===== src/rtl/cpu_hatch_arb.sv =====
// cpu_hatch_arb: round-robin arbiter sharing the hatch instruction-memory port
// between NREQ fetch requesters. One grant per cycle, pipelined reads with a
// {valid, id} tag pipeline that routes each response back to its requester.
// Per-requester flush squashes in-flight responses.
// Optional feature: define HATCH_ARB_LOCK_EN to let a locked requester keep
// top priority (req_lock); without it req_lock is ignored.
module cpu_hatch_arb #(
  parameter int NREQ = 4,
  parameter int AW   = 32,
  parameter int DW   = 48,
  parameter int LAT  = 2
) (
  input  logic              clk,
  input  logic              rst,
  input  logic [NREQ-1:0]   req,
  input  logic [NREQ*AW-1:0] req_addr,
  input  logic [NREQ-1:0]   req_lock,
  input  logic [NREQ-1:0]   flush,
  output logic [NREQ-1:0]   gnt,
  output logic [NREQ-1:0]   rvalid,
  output logic [DW-1:0]     rdata,
  output logic [AW-1:0]     hatch_address,
  input  logic [DW-1:0]     hatch_instruction
);

  localparam int PW = $clog2(NREQ);

  logic [PW-1:0]          ptr_q, ptr_d;
  logic [AW-1:0]          hatch_address_q, hatch_address_d;
  logic [LAT:0]           tag_v_q, tag_v_d;
  logic [LAT:0][PW-1:0]   tag_id_q, tag_id_d;
  logic [NREQ-1:0]        rvalid_q, rvalid_d;
  logic [DW-1:0]          rdata_q, rdata_d;

  logic                   found;
  logic                   grant_valid;
  logic [PW-1:0]          win;
  logic [PW-1:0]          cand;
  logic [PW-1:0]          win_inc;

`ifndef HATCH_ARB_LOCK_EN
  logic unused_lock;
  assign unused_lock = ^req_lock;
`endif

  // Round-robin search starting at ptr; first requester with req set wins.
  always_comb begin
    // NOTE: every variable gets a default before any branch, so no path
    // leaves it unassigned and no latch is inferred.
    found = 1'b0;
    win   = '0;
    cand  = '0;
    for (int k = 0; k < NREQ; k++) begin
      cand = PW'((int'(ptr_q) + k) % NREQ);
      if (!found && req[cand]) begin
        found = 1'b1;
        win   = cand;
      end
    end
  end

  // Grant is suppressed while reset is asserted.
  assign grant_valid = found & ~rst;
  assign win_inc     = (win == PW'(NREQ - 1)) ? '0 : win + PW'(1);

  // One-hot grant, pointer update and address capture.
  always_comb begin
    gnt             = '0;
    ptr_d           = ptr_q;
    hatch_address_d = hatch_address_q;
    if (grant_valid) begin
      gnt[win]        = 1'b1;
      hatch_address_d = req_addr[int'(win)*AW +: AW];
`ifdef HATCH_ARB_LOCK_EN
      ptr_d           = req_lock[win] ? win : win_inc;
`else
      ptr_d           = win_inc;
`endif
    end
  end

  // Tag pipeline shift with flush squashing, and output-stage decode.
  always_comb begin
    tag_v_d     = '0;
    tag_id_d    = tag_id_q;
    tag_v_d[0]  = grant_valid & ~flush[win];
    tag_id_d[0] = win;
    for (int s = 1; s <= LAT; s++) begin
      tag_v_d[s]  = tag_v_q[s-1] & ~flush[tag_id_q[s-1]];
      tag_id_d[s] = tag_id_q[s-1];
    end
    rvalid_d = '0;
    if (tag_v_q[LAT] && !flush[tag_id_q[LAT]]) begin
      rvalid_d[tag_id_q[LAT]] = 1'b1;
    end
    rdata_d = hatch_instruction;
  end

  // State registers with asynchronous reset.
  always_ff @(posedge clk or posedge rst) begin
    if (rst) begin
      ptr_q           <= '0;
      hatch_address_q <= '0;
      tag_v_q         <= '0;
      // NOTE: the tag ids are reset as well even though the valid bits alone
      // gate them; it is a handful of flops and keeps X out of simulation.
      tag_id_q        <= '0;
      rvalid_q        <= '0;
      rdata_q         <= '0;
    end else begin
      // NOTE: non-blocking assignments so every register samples the
      // pre-edge values together, independent of statement order.
      ptr_q           <= ptr_d;
      hatch_address_q <= hatch_address_d;
      tag_v_q         <= tag_v_d;
      tag_id_q        <= tag_id_d;
      rvalid_q        <= rvalid_d;
      rdata_q         <= rdata_d;
    end
  end

  assign rvalid        = rvalid_q;
  assign rdata         = rdata_q;
  assign hatch_address = hatch_address_q;

endmodule


===== config.mk =====
export PLATFORM = sky130hd
export DESIGN_NAME = cpu_hatch_arb
export DESIGN_NICKNAME = d
export VERILOG_FILES = /design/src/rtl/cpu_hatch_arb.sv
export SDC_FILE = /design/constraint.sdc
export NUM_CORES = 1
export LEC_CHECK = 0
export ABC_CLOCK_PERIOD_IN_PS = 4700
export CORE_MARGIN = 1
export CORE_UTILIZATION = 36
export CTS_BUF_LIST = sky130_fd_sc_hd__clkbuf_2
export CTS_CLUSTER_DIAMETER = 30
export DETAILED_ROUTE_END_ITERATION = 8
export GPL_TIMING_DRIVEN = 0
export PLACE_DENSITY = 0.91
export SKIP_CTS_REPAIR_TIMING = 1
export SYNTH_ARGS = -nofsm -noshare
export SYNTH_HDL_FRONTEND = slang
export SYNTH_SLANG_ARGS = --single-unit

===== constraint.sdc =====
create_clock -name clk -period 4.7 [get_ports clk]
set_input_delay 1.175 -clock clk [delete_from_list [all_inputs] [get_ports clk]]
set_output_delay 1.175 -clock clk [all_outputs]
set_load 0.1 [all_outputs]

# Yosys cells after proc, flatten, opt, wreduce, memory -nomap -nowiden
# Index checks and enable logic that the tools add are counted.
[word_totals]
output_inout_bits = 88
ff_bits = 95
[op_classes]
shifts = 1
add_sub_neg = 4
reduce_logical = 10
bitwise_logic = 8
n_mux = 31
n_lt_le_gt_ge = 10
n_eq_ne = 1
[ops]
columns = ["cell", "count"]
rows = [
  ["indexed part select 128 x 8 -> 32 bit", 1],
  ["< comparator 2 x 3 -> 1 bit (second input constant)", 8],
  ["binary-select mux 1 bit (select 2 bit)", 8],
  ["2-to-1 mux 1 bit", 14],
  ["2-to-1 mux 2 bit", 5],
  ["2-to-1 mux 4 bit", 2],
  ["logical AND 1 bit", 6],
  ["adder 2 x 1 -> 2 bit (second input constant)", 2],
  ["adder 2 bit (second input constant)", 2],
  ["AND 1 bit", 4],
  ["demux 1 bit (select 2 bit)", 2],
  [">= comparator 2 x 1 -> 1 bit (second input constant)", 2],
  ["zero test 1 bit", 4],
  ["inverter 1 bit", 4],
  ["equality test 2 bit (second input constant)", 1],
]

# Longest topological paths before layout
# Gate-level depths: netlist of run 1.
[logic_depth]
word_depth = 17
ltp_mapped = 9
depth_no_buf = 7

# Worst setup path after synthesis of run 1
# OpenSTA, ideal clock, no wires.
[synth_timing]
kind = "input -> output"
from = "input port req[2]"
to = "output port gnt[1]"
required_ps = 3525
path_buffers = 2
stages = 6
arrival_time_ps = 4086
slack_ps = -561
path_cell_list = "nor2b_1 -> nor4b_4 -> nor2_4 -> buf_6 -> buf_2 -> nor3_1"
[synth_via]
elab_chain_cells = 17
elab_cells_between_ends = 29
classes_between = "order compare: 2; mux: 19; bitwise: 1; reduce/logical: 7"
[synth_rtl]
columns = ["element", "line", "text"]
rows = [
  ["from (decl)", "15", "input logic [NREQ-1:0] req,"],
  ["binary-select mux 1 bit (select 2 bit)", "55", "if (!found && req[cand]) begin"],
  ["2-to-1 mux 1 bit (not written as such)", "55", ""],
  ["2-to-1 mux 1 bit", "55", ""],
  ["zero test 1 bit", "55", ""],
  ["logical AND 1 bit", "55", ""],
  ["2-to-1 mux 1 bit", "55", ""],
  ["zero test 1 bit", "55", ""],
  ["logical AND 1 bit", "55", ""],
  ["2-to-1 mux 1 bit", "55", ""],
  ["zero test 1 bit", "55", ""],
  ["logical AND 1 bit", "55", ""],
  ["2-to-1 mux 2 bit", "55", ""],
  ["< comparator 2 x 3 -> 1 bit (not written as such) or >= comparator 2 x 1 -> 1 bit (tied branches)", "72", "gnt[win] = 1'b1;"],
  ["logical AND 1 bit (not written as such)", "72", ""],
  ["2-to-1 mux 1 bit (not written as such)", "72", ""],
  ["demux 1 bit (select 2 bit)", "72", ""],
  ["2-to-1 mux 4 bit (*)", "71", "if (grant_valid) begin"],
  ["to (decl)", "19", "output logic [NREQ-1:0] gnt,"],
]
# Every way passes the cells marked *; elsewhere a longest branch is shown, timed or not. The select of a mux whose other input is x is not followed.

# Final worst setup path of run 1
[layout_timing]
from = "input port req[0]"
to = "output port gnt[3]"
# Same word-level chain as after synthesis.

==> impl_metrics.ini, run 1 <==
[grt]
gr-total-overflow = 0
antenna_found_initial = 0
grt_pass1_vias = 4044
grt_usage_pct = 25.70
grt_pass1_wl_um = 21820
grt_max_degree = 64

[setup_path]
end_kind = output pin
crit_arrival_ns = 3.45
start_kind = input port
crit_path_end = gnt[3]
r2r-start = ptr_q[0]$_DFFE_PP0P_
critPathKind = in2out
cp_num_buf_inv = 5
slowest_delay_ns = 0.55
cp_data_required_time_ns = 3.52
path_delay_family = buffers and inverters
cp-startpoint = req[0]
ff2ff_setup_slack_ns = 2.67
cp_max_fo = 10
crit_cells = 10
r2r_end = ptr_q[0]$_DFFE_PP0P_
path_cells = clkdlybuf4s50_1 > nor2b_1 > nor4b_4 > nor2_4 > buf_6 > buf_2 > inv_1 > ha_1 > and2_1 > clkbuf_4
slowest_stage = clkdlybuf4s50_1
r2r.worst_path.cells = 8

[timing]
setup_tns_ns = 0
finalCritPeriodShare_pct = 98.37
finalHoldViolations = 0
rsz0062_at_grt = true
skew_ns = 0.03404
fmax_ghz = 0.2163
fin_crit_ns = 4.624
tightest_slew_ns = 1.050
setup_viol = 0
slew_headroom_pct = 29.77
drv_slew = 0

[synth]
synth_nets = 502
synth_warnings = 0
syn-instance-count = 311
ys_ff_latch = 95
ys_seq_area_share_pct = 59.49
syn_area_per_cell_um2 = 12.85
synth_cell_type_count = 37
syn_area_um2 = 3996

[die]
rows = 38
die-area_um2 = 11530
die_x_um = 107.4
die_h_um = 107.4
io_pins = 278
core_um2 = 10840
start_util_pct = 36.87

[drt]
drt_iter0_drc = 157
ant_nets = 0
via_per_inst = 5.173
vias = 3833
wl_per_cell_um = 19.58
dr.pass1.iters = 6
drc = 0
routed_wl_um = 14510

[power]
powerDensity_nw_per_um2 = 562.5
p_leak_uw = 0.003020
vdd_drop_max_uv = 384.8
total_power_uw = 3954

[worst_hold_path]
hp-class = reg2reg

[layout]
num-fill-cells = 844
utilization_pct = 64.84
antenna_cells = 0
syn2layout_area_growth_pct = 75.89
drive_gt1_share_pct = 8.652
fin_cells = 741
nets = 787

[place]
gp_congestion = 0.8386
dpl.cell_count = 725
dpl.hpwl_um = 11430
portBuffers = 273

[clocking]
clk_path_buf_depth = 2
cts_buffers = 9
cts.clk_slew.worst_paths_ns = 0.25
cts_root_buf = clkbuf_2
cts_htree_levels = 3
cts_num_sinks = 95
tritoncts = built
clk_latency_ns = 0.56

[run]
maxCapViolCount = 0

[status]
run_status = completed
==> cells by family after synthesis <==
| kind of cell | count (synthesis) | synth area share [%] |
|---|---|---|
| compound gates | 59 | 11.80 |
| fa+ha+maj | 1 | 0.3130 |
| buf+inv | 23 | 3.194 |
| flops | 95 | 59.49 |
| mux | 51 | 13.40 |
| simple gates | 82 | 11.80 |
==> layout by cell type (no fill, tap or decap), types with 3 or more instances in the layout <==
cell,count
mux2i_1,49
o21ai_0,4
dfrtp_1,95
clkbuf_2,10
nand3_1,19
and2_1,16
a41oi_1,15
clkinv_1,3
nor2_1,4
nor2b_1,3
clkdlybuf4s50_1,269
nor2b_2,3
buf_6,3
nand2_2,3
o221ai_1,17
o211ai_1,15
nand2_1,23
buf_2,12
==> cell usage after synthesis <==
cell type | instances | area share [%]
dfrtp_1 | 95 | 59
mux2i_1 | 49 | 12
nand2_1 | 23 | 2.2
nand3_1 | 19 | 2.4
o221ai_1 | 17 | 3.7
and2_1 | 16 | 2.5
a41oi_1 | 15 | 3.3
o211ai_1 | 15 | 2.8
buf_2 | 12 | 1.5
nor2b_1 | 5 | 0.78
nor2_1 | 4 | 0.38
o21ai_0 | 4 | 0.50
buf_6 | 3 | 0.85
inv_1 | 3 | 0.28
nand2_2 | 3 | 0.47
a21oi_1 | 2 | 0.25
a21oi_2 | 2 | 0.44
clkbuf_1 | 2 | 0.19
inv_2 | 2 | 0.19
mux4_2 | 2 | 1.1
nor3_1 | 2 | 0.25
a211o_1 | 1 | 0.22
a21o_1 | 1 | 0.19
buf_4 | 1 | 0.19
ha_1 | 1 | 0.31
nor2_2 | 1 | 0.16
nor2_4 | 1 | 0.28
nor2b_2 | 1 | 0.22
nor3b_1 | 1 | 0.19
nor4_4 | 1 | 0.53
nor4b_1 | 1 | 0.22
nor4b_4 | 1 | 0.59
nor4bb_1 | 1 | 0.25
o21bai_1 | 1 | 0.19
o31ai_1 | 1 | 0.19
or4_1 | 1 | 0.19
or4b_1 | 1 | 0.25
==> sequential cells by signal (all words and copies together) (netlist names) <==
register	flops
hatch_address	32
ptr_q	2
rdata	48
rvalid	4
tag_id_d	4
tag_id_q	2
tag_v_q	3
==> power breakdown <==
group / internal (uW) / switching, uW / total [uW]
clock network: 71.6 / 286 / 357
registers: 1000 / 113 / 1120
logic: 722 / 1760 / 2480
total: 1800 / 2160 / 3950
==> routing by layer <==
metal	GRT usage, %	wire [um]	up-vias
met3	5.569	1029	23
li1	-	-	1735
met1	29.94	5723	1865
met2	45.16	7442	210
met4	11.55	317	0
met5	0	0	-
==> area by class of cell <==
| cell class | instances | area (um^2) | share of cell area [%] |
|---|---|---|---|
| Timing Repair Buffer | 274 | 2748 | 39.09 |
| Sequential cell | 95 | 2377 | 33.82 |
| Multi-Input combinational cell | 193 | 1506 | 21.43 |
| Tap cell | 140 | 175.2 | 2.492 |
| Buffer | 18 | 108.9 | 1.549 |
| Clock inverter | 7 | 47.55 | 0.6764 |
| Clock buffer | 9 | 45.04 | 0.6408 |
| Inverter | 5 | 21.27 | 0.3026 |
==> how the worst min path moves through the flow <==
stage / slack [ns] / cells past startpoint / from / end
global placement: 0.37 / 0 / tag_id_d[5]$_DFF_PP0_ / tag_id_q[5]$_DFF_PP0_
global route: 0.45 / 0 / tag_id_d[3]$_DFF_PP0_ / tag_id_d[5]$_DFF_PP0_
floorplan: 0.36 / 0 / tag_id_d[3]$_DFF_PP0_ / tag_id_d[5]$_DFF_PP0_
detailed placement: 0.38 / 0 / tag_id_d[3]$_DFF_PP0_ / tag_id_d[5]$_DFF_PP0_
finish: 0.43 / 0 / tag_id_d[3]$_DFF_PP0_ / tag_id_d[5]$_DFF_PP0_
CTS: 0.43 / 0 / tag_id_d[3]$_DFF_PP0_ / tag_id_d[5]$_DFF_PP0_
==> metrics by stage <==
step | hold slack [ns] | setup WS (ns) | area [um^2]
2_1_floorplan | 0.3611 | 0.09990 | 4001
3_3_place_gp | 0.3682 | -0.7015 | 6909
4_1_cts | 0.4315 | -0.7948 | 7032
5_1_grt | 0.4492 | -0.02633 | 7029
6_report | 0.4262 | 0.07649 | 7029
3_5_place_dp | 0.3787 | -0.7835 | 6939
==> worst reg2reg max path: cells and delay by family, from the launching register on <==
kind / cells / cell delay [ns]
simple gates: 3 / 0.52
fa+ha+maj: 1 / 0.19
flops: 1 / 0.49
buf+inv: 3 / 0.54
compound gates: 1 / 0.23
Note: power is estimated with default switching activity, not from simulation.
==> inputs of run 2 (changes only) <==
--- a/config.mk
+++ b/config.mk
@@ -5,12 +5,11 @@
 export SDC_FILE = /design/constraint.sdc
 export NUM_CORES = 1
 export LEC_CHECK = 0
-export ABC_CLOCK_PERIOD_IN_PS = 4700
-export CORE_MARGIN = 1
-export CORE_UTILIZATION = 36
+export ABC_CLOCK_PERIOD_IN_PS = 5320
+export CORE_AREA = 2 2 108 110
 export CTS_BUF_LIST = sky130_fd_sc_hd__clkbuf_2
-export CTS_CLUSTER_DIAMETER = 30
 export DETAILED_ROUTE_END_ITERATION = 8
+export DIE_AREA = 0 0 110 112
 export GPL_TIMING_DRIVEN = 0
 export PLACE_DENSITY = 0.91
 export SKIP_CTS_REPAIR_TIMING = 1
==> constraint.sdc (replaced) <==
create_clock -name clk -period 5.32 [get_ports clk]
set_input_delay 1.33 -clock clk [delete_from_list [all_inputs] [get_ports clk]]
set_output_delay 1.33 -clock clk [all_outputs]
set_load 0.1 [all_outputs]
==> run 2 against run 1 <==
Register-to-register slack better by 0.51 ns. Cell count increased by 0.40%. Non-clock buffer count did not move. Largest power group unchanged. Critical path type unchanged. Clock skew is 0.0013 ns lower. Sequential share of layout area is essentially flat. Combinational power is 12% lower. Critical path depth fell by 2. Sequential power shrank 11%. Hold slack better by 0.0074 ns. Setup slack better by 0.12 ns. Die area grew 6.9%. Core utilization shrank 2.0 points.
==> impl_metrics.ini, run 2 (synthesis gave the netlist of run 1 again) <==
[drt]
vias = 3827
drc = 0
wl_per_cell_um = 20.28
ant_nets = 0
routed_wl_um = 15090
drt_iter0_drc = 201
dr.pass1.iters = 4
via_per_inst = 5.144

[setup_path]
critical_path.most_common_cell = nand2_2
critPathKind = in2out
path_cells = clkdlybuf4s50_1 > nor2b_1 > o21bai_1 > nand2_2 > nand2_2 > buf_2 > nor2_1 > clkbuf_2
crit_arrival_ns = 3.80
start_kind = input port
ff2ff_setup_slack_ns = 3.18
cp_max_fo = 10
path_delay_family = buffers and inverters
cp_data_required_time_ns = 3.99
slowest_delay_ns = 0.52
cp_num_buf_inv = 3
slowest_stage = clkdlybuf4s50_1
end_kind = output pin

[power]
powerDensity_nw_per_um2 = 496.0
vdd_drop_max_uv = 662.0
p_leak_uw = 0.003025

[die]
die_h_um = 112
core_um2 = 11170
io_pins = 278
die_x_um = 110
die-area_um2 = 12320
rows = 39
start_util_pct = 35.76

[clocking]
cts_num_sinks = 95
clk_latency_ns = 0.52
cts_buffers = 9
cts_root_buf = clkbuf_2
tritoncts = built
clk_path_buf_depth = 2
cts.clk_slew.worst_paths_ns = 0.23
cts_htree_levels = 3

[timing]
fin_ws_ns = 0.1924
finalCritPeriodShare_pct = 96.38
setup_viol = 0
fmax_ghz = 0.1950
finalHoldViolations = 0
setup_tns_ns = 0
skew_ns = 0.03271
fin_crit_ns = 5.128
slew_headroom_pct = 29.86
drv_slew = 0
tightest_slew_ns = 1.049
rsz0062_at_grt = false
whs_ns = 0.4336

[grt]
grt_usage_pct = 24.54
antenna_found_initial = 1
grt_max_degree = 61
gr-total-overflow = 0
grt_pass1_wl_um = 22580
grt_pass1_vias = 4197

[layout]
mostFrequentLayoutCell = clkdlybuf4s50_1
drive_gt1_share_pct = 8.500
nets = 787
syn2layout_area_growth_pct = 75.64
largest_reg_flops = 48
fin_area_um2 = 7019
layout_common_cells = clkdlybuf4s50_1 (269), dfrtp_1 (95), mux2i_1 (49), nand2_1 (23), nand3_1 (19)

[place]
dpl_cell_area_um2 = 6943
gp_congestion = 0.7992
dpl.hpwl_um = 11850
portBuffers = 273
place_ws_ns = -0.4980

[status]
run_status = completed

[run]
maxCapViolCount = 0

[worst_hold_path]
hp-class = reg2reg
## run 2: cell count changes in the layout (fill, tap and decap cells not counted), sizes merged
cell	delta
clkinv	-4
clkbuf	+2
buf	-1
dlymetal6s2s	+1
clkinvlp	+2
diode	+1
inv	-1
## run 2: worst register-to-register path: cells and delay by family, from the launching register on
kind	cells	cell delay, ns
and+or+nand+nor	3	0.64
adders and majority gates	1	0.19
buffers and inverters	3	0.54
AOI/OAI and AO/OA	1	0.24
DFF	1	0.47
## run 2: cell type report
type / count / area [um^2]
clock inverter: 4 / 31.28
antenna: 1 / 2.502
timing repair buffer: 274 / 2748
sequential: 95 / 2377
inverter: 5 / 21.27
fill: 889 / 4155
clock buffer: 11 / 55.05
multi-input combinational: 193 / 1496
tap: 143 / 178.9
buffer: 18 / 108.9
## run 2: path summary, 6_finish.rpt
kind                                       startpoint                    end  cells after the start
max in group asynchronous                         rst     rdata[9]$_DFF_PP0_                      3
worst min-delay path            tag_id_d[4]$_DFF_PP0_  tag_id_q[4]$_DFF_PP0_                      0
worst max register to register   ptr_q[0]$_DFFE_PP0P_   ptr_q[0]$_DFFE_PP0P_                      8
worst min register to register  tag_id_d[4]$_DFF_PP0_  tag_id_q[4]$_DFF_PP0_                      0
worst max-delay path                           req[0]                 gnt[0]                      8
min in group asynchronous                         rst    rdata[13]$_DFF_PP0_                      2
## run 2: where the power goes
part | internal [uW] | total (uW) | switching (uW)
Combinational | 636 | 2190 | 1550
Sequential | 886 | 992 | 106
Clock | 64.1 | 303 | 239
## run 2: routing by layer
| layer | vias up | routed length (um) | track usage, % | part of all wire (%) |
|---|---|---|---|---|
| li1 | 1730 | - | - | - |
| met1 | 1861 | 5691 | 27.89 | 38 |
| met2 | 206 | 7867 | 43.07 | 52 |
| met3 | 30 | 1113 | 5.913 | 7.4 |
| met4 | 0 | 415 | 10.55 | 2.8 |
| met5 | - | 0 | 0 | 0 |
## run 2: through the flow
stage / cells / total power (uW) / util (%)
after global routing: 744 / 3627 / 62.81
after CTS: 743 / 3507 / 62.90
after detailed placement: 728 / 3199 / 62.13
after floorplan: 311 / 2554 / -
final: 744 / 3482 / 62.81
after global placement: 727 / 3144 / 61.86
